## src/rtl/expr_pkg.sv

```systemverilog
// Shared definitions for the expression stream blocks: FSM state encoding and
// the ASCII codes of the characters the grammar understands.
package expr_pkg;

  typedef enum logic [1:0] {
    EMPTY = 2'd0,
    NUM   = 2'd1,
    OP    = 2'd2,
    ERR   = 2'd3
  } state_t;

  localparam logic [7:0] CHAR_0    = 8'h30;
  localparam logic [7:0] CHAR_9    = 8'h39;
  localparam logic [7:0] CHAR_PLUS = 8'h2B;
  localparam logic [7:0] CHAR_STAR = 8'h2A;

endpackage

```

## src/rtl/expr_char_class.sv

```systemverilog
// Combinational decode of one ASCII byte into digit/plus/star classes and the
// numeric value of a digit.
module expr_char_class
  import expr_pkg::*;
(
  input  logic [7:0] in,
  output logic       is_digit,
  output logic       is_plus,
  output logic       is_star,
  output logic [3:0] digit_val
);

  assign is_digit = (in >= CHAR_0) && (in <= CHAR_9);
  assign is_plus  = (in == CHAR_PLUS);
  assign is_star  = (in == CHAR_STAR);

  // ASCII digits sit at 0x30..0x39, so the low nibble is already the value.
  assign digit_val = is_digit ? in[3:0] : 4'd0;

endmodule

```

## src/rtl/expr_eval.sv

```systemverilog
// Streaming evaluator for single-digit "+"/"*" infix expressions with normal
// precedence; reports running value, completeness, syntax error and overflow.
module expr_eval
  import expr_pkg::*;
#(
  parameter int W = 16
) (
  input  logic         clk,
  input  logic         clr_n,
  input  logic         in_valid,
  input  logic [7:0]   in,
  output logic [W-1:0] result,
  output logic         result_valid,
  output logic         err,
  output logic         ovf
);

  state_t         r_state;
  logic [W-1:0]   r_sum;
  logic [W-1:0]   r_prod;
  logic [W-1:0]   r_term;
  logic [W-1:0]   r_result;
  logic           r_resultValid;
  logic           r_err;
  logic           r_ovf;

  logic           w_isDigit;
  logic           w_isPlus;
  logic           w_isStar;
  logic [3:0]     w_digitVal;
  logic [W+3:0]   w_prodDig;
  logic [W:0]     w_sumDig;
  logic [W:0]     w_sumTerm;
  logic           w_prodOvf;

  expr_char_class u_class (
    .in        (in),
    .is_digit  (w_isDigit),
    .is_plus   (w_isPlus),
    .is_star   (w_isStar),
    .digit_val (w_digitVal)
  );

  // Widened arithmetic: any set bit above W marks an overflow.
  assign w_prodDig = {4'b0000, r_prod} * {{W{1'b0}}, w_digitVal};
  assign w_prodOvf = |w_prodDig[W+3:W];
  assign w_sumDig  = {1'b0, r_sum} + {1'b0, w_prodDig[W-1:0]};
  assign w_sumTerm = {1'b0, r_sum} + {1'b0, r_term};

  always_ff @(posedge clk or negedge clr_n) begin
    if (!clr_n) begin
      r_state       <= EMPTY;
      r_sum         <= '0;
      r_prod        <= W'(1);
      r_term        <= '0;
      r_result      <= '0;
      r_resultValid <= 1'b0;
      r_err         <= 1'b0;
      r_ovf         <= 1'b0;
    end else if (in_valid) begin
      case (r_state)
        EMPTY, OP: begin
          if (w_isDigit) begin
            r_term        <= w_prodDig[W-1:0];
            r_result      <= w_sumDig[W-1:0];
            r_resultValid <= 1'b1;
            r_ovf         <= r_ovf | w_prodOvf | w_sumDig[W];
            r_state       <= NUM;
          end else begin
            r_state       <= ERR;
            r_err         <= 1'b1;
            r_resultValid <= 1'b0;
          end
        end
        NUM: begin
          if (w_isPlus) begin
            r_sum         <= w_sumTerm[W-1:0];
            r_prod        <= W'(1);
            r_resultValid <= 1'b0;
            r_ovf         <= r_ovf | w_sumTerm[W];
            r_state       <= OP;
          end else if (w_isStar) begin
            r_prod        <= r_term;
            r_resultValid <= 1'b0;
            r_state       <= OP;
          end else begin
            r_state       <= ERR;
            r_err         <= 1'b1;
            r_resultValid <= 1'b0;
          end
        end
        default: begin
          // ERR is absorbing until reset; everything holds.
        end
      endcase
    end
  end

  assign result       = r_result;
  assign result_valid = r_resultValid;
  assign err          = r_err;
  assign ovf          = r_ovf;

endmodule

```

## config.mk

```make
export PLATFORM = sky130hd
export DESIGN_NAME = expr_eval
export DESIGN_NICKNAME = d
export VERILOG_FILES = /design/src/rtl/expr_pkg.sv /design/src/rtl/expr_char_class.sv /design/src/rtl/expr_eval.sv
export SDC_FILE = /design/constraint.sdc
export NUM_CORES = 1
export LEC_CHECK = 0
export CORE_MARGIN = 5
export CORE_UTILIZATION = 55
export CTS_BUF_LIST = sky130_fd_sc_hd__clkbuf_8 sky130_fd_sc_hd__clkbuf_16
export CTS_CLUSTER_SIZE = 10
export DETAILED_ROUTE_END_ITERATION = 8
export GPL_ROUTABILITY_DRIVEN = 0
export PLACE_DENSITY_LB_ADDON = 0.3
export SYNTH_ARGS = -nofsm -noshare
export SYNTH_HDL_FRONTEND = slang
export SYNTH_SLANG_ARGS = --single-unit
export TNS_END_PERCENT = 50
```

## constraint.sdc

```tcl
create_clock -name clk -period 5.19 [get_ports clk]
set_clock_uncertainty 0.1 [all_clocks]
set_input_delay 1.038 -clock clk [delete_from_list [all_inputs] [get_ports clk]]
set_output_delay 1.038 -clock clk [all_outputs]
set_load 0.01 [all_outputs]
```

==> results_dict.tcl <==
set metrics [dict create \
    fillCellCount 709 \
    syn2layout_area_growth_pct 31.1 \
    use_met2 0.395 \
    worst_slack_ns -0.547 \
    peakVddDrop_v 0.000169 \
    slew_violations 0 \
    seq_area_frac_synth 0.293 \
    io_buffers 29 \
    drcViolationCount 0 \
    cp-start-kind "primary input" \
    fin_util 0.746 \
    numCtsBuffers 9 \
    drtAntennaViolNets 0 \
    via_count 5271 \
    ys_ff_latch 69 \
    arrival_ns 5.86 \
    tightest_slew_ns 0.999 \
    power.density_nw_per_um2 135 \
    dieWidth_um 114 \
    synth-edff-count 0 \
    synthTopCellsByCount "dfrtp_1, nand2_1, and3_1" \
    cts.sink_count 69 \
    use_met3 0.0350 \
    io_pins 30 \
    tritoncts "yes" \
    viasPerCell 5.90 \
    dp_hpwl_um 10900 \
    syn_nets 733 \
    seqCellArea_um2 1730 \
    num-nets-final 849 \
    yosysMostFrequentCell "dfrtp_1" \
    multi_input_area_um2 4350 \
    n_antenna_cell 0 \
    worstSetupPathType "primary input to flop" \
    ys.flop_type "dfrtp_1" \
    holdWs_ns 0.358 \
    htreeDepth 3 \
    status "finished, violations left" \
    synth_top_area_frac 0.289 \
    netlist-cell-type-count 52 \
    cap_viol_max_count 0 \
    cts_root_buf "clkbuf_8" \
    synth_area_leaders "dfrtp_1, ha_1, fa_1, and3_1, o21ai_0" \
    first_pass_iters 5 \
    end_kind "flop" \
    met1_usage 0.341 \
    fin_crit_sh 1.11 \
    yosysTopAreaCell "dfrtp_1" \
    drt_wl_total_um 15600 \
    routedWlPerCell_um 17.5 \
    place_area_um2 6910 \
    die_y_um 114 \
    drive_above_1_share 0.293 \
    design_area_um2 7730 \
    async_flop_share 1.00 \
    violations "setup timing" \
    drtIter0Drc 308 \
    fmax_mhz 174 \
    crit_required_ns 5.31 \
    start_util 0.569 \
    setup_viol 8 \
    grt_max_degree 70 \
    critPathMaxFanout 5 \
    clk_path_buf_depth 2 \
    hold_violations 0 \
    slew_headroom 0.332 \
    grt_overflow 0 \
    p_leak_nw 3.99 \
    rsz0062_at_grt "yes" \
    antenna_found_initial 0 \
    netlist_area_um2 5900 \
    synthCells 636 \
    row_count 37 \
    post-route-min-period_ns 5.74 \
    grt_util_all_layers 0.245 \
    hold_path_class "flop to flop" \
    design.die.area_um2 12900 \
    core-area_um2 10400 \
    gr-max-usage-layer "met2" \
    grt_pass1_vias 5370 \
    yosysWarnings 0 \
    clk_latency_ns 0.35 \
    clk_pin_slew_ns 0.07 \
    synth.avg_cell_area_um2 9.27 \
    grt_pass1_wl_um 25900 \
]
state kept, by name, summed over array words and instances, names as in the netlist:
| name | count |
|---|---|
| r_term | 16 |
| r_state | 2 |
| result_valid | 1 |
| r_sum | 16 |
| ovf | 1 |
| err | 1 |
| result | 16 |
| r_prod | 16 |
layout by cell type (no fill, tap or decap), types with 22 or more instances in the layout:
cell type	count
and3_1	49
inv_1	43
ha_1	44
nand2_1	59
a21oi_1	29
o21ai_0	36
dfrtp_1	68
buf_4	85
mux2_2	22
fa_1	29
area by class of cell:
type                            count  share of cell area
Clock inverter                      7              0.0107
Tap cell                          136              0.0220
Inverter                           46              0.0223
Timing Repair Buffer              127               0.143
Multi-Input combinational cell    499               0.563
Sequential cell                    69               0.223
Clock buffer                        9              0.0160
report_power, final:
part	total (mW)	internal, mW	switching [mW]
Combinational	0.0396	0.0149	0.0247
Clock	0.465	0.265	0.200
Sequential	0.539	0.538	0.000424
Total	1.04	0.818	0.225
cell families (layout without fill, tap and decap cells):
kind of cell               Yosys count  in the layout  synth area share
buffers and inverters               68            189            0.0435
adders and majority gates           86             86             0.221
DFF                                 69             69             0.293
xor gates and xnor gates            33             33            0.0490
AOI/OAI and AO/OA                  165            165             0.180
and+or+nand+nor                    191            191             0.168
muxes                               24             24            0.0454
through the flow:
stage | TNS [ns] | instances | setup slack (ns) | power (mW)
3_3_place_gp | -9.05 | 854 | -1.19 | 0.585
5_1_grt | -4.08 | 893 | -0.802 | 1.08
4_1_cts | -1.77 | 888 | -0.557 | 1.05
3_5_place_dp | -11.02 | 854 | -1.43 | 0.586
2_1_floorplan | -2.23 | 636 | -0.616 | 0.558
6_report | -2.63 | 893 | -0.547 | 1.04
metal layers:
metal  vias up  routed length [um]
li1       2507                   -
met1      2580                7180
met2       151                7380
met3        33                 629
met4         0                 413
met5         -                   0
critical path, cell delays in order:
cell and delay (ns):
buf_6 0.09, nor3b_4 0.20, and3_4 0.26, and2_4 0.18
nand2_2 0.06, fa_1 0.56, fa_1 0.43, inv_2 0.10
ha_4 0.21, a211oi_4 0.28, o21bai_4 0.11, o2111ai_4 0.23
a21oi_2 0.10, or3_4 0.35, a21oi_4 0.15, xnor2_2 0.10
ha_1 0.31, nand4_1 0.13, o22ai_2 0.08, a211oi_2 0.21
nand4_1 0.11, a21oi_1 0.14, o311ai_1 0.12, nor3_1 0.22
a311oi_1 0.07
path summary, 6_finish.rpt:
| check | to | slack (ns) | depth (start not counted) | startpoint |
|---|---|---|---|---|
| setup / recovery | ovf | -0.55 | 25 | in[7] |
| hold / removal | err | 0.36 | 1 | err |
| setup reg to reg | ovf | 0.26 | 22 | r_prod[1] |
| hold reg to reg | err | 0.36 | 1 | err |
| max in group asynchronous | r_prod[9] | 3.65 | 2 | clr_n |
| min in group asynchronous | result[13] | 0.78 | 2 | clr_n |
repair_timing:
| action | CTS | global route |
|---|---|---|
| resized for setup | 93 | 30 |
| hold buffers | 0 | 0 |
| gates cloned | 1 | 0 |
| pin swaps | 50 | 41 |
| setup endpoints to repair | 11 | 11 |
| buffers inserted | 17 | 5 |
Power figures use the tool's default switching activity.
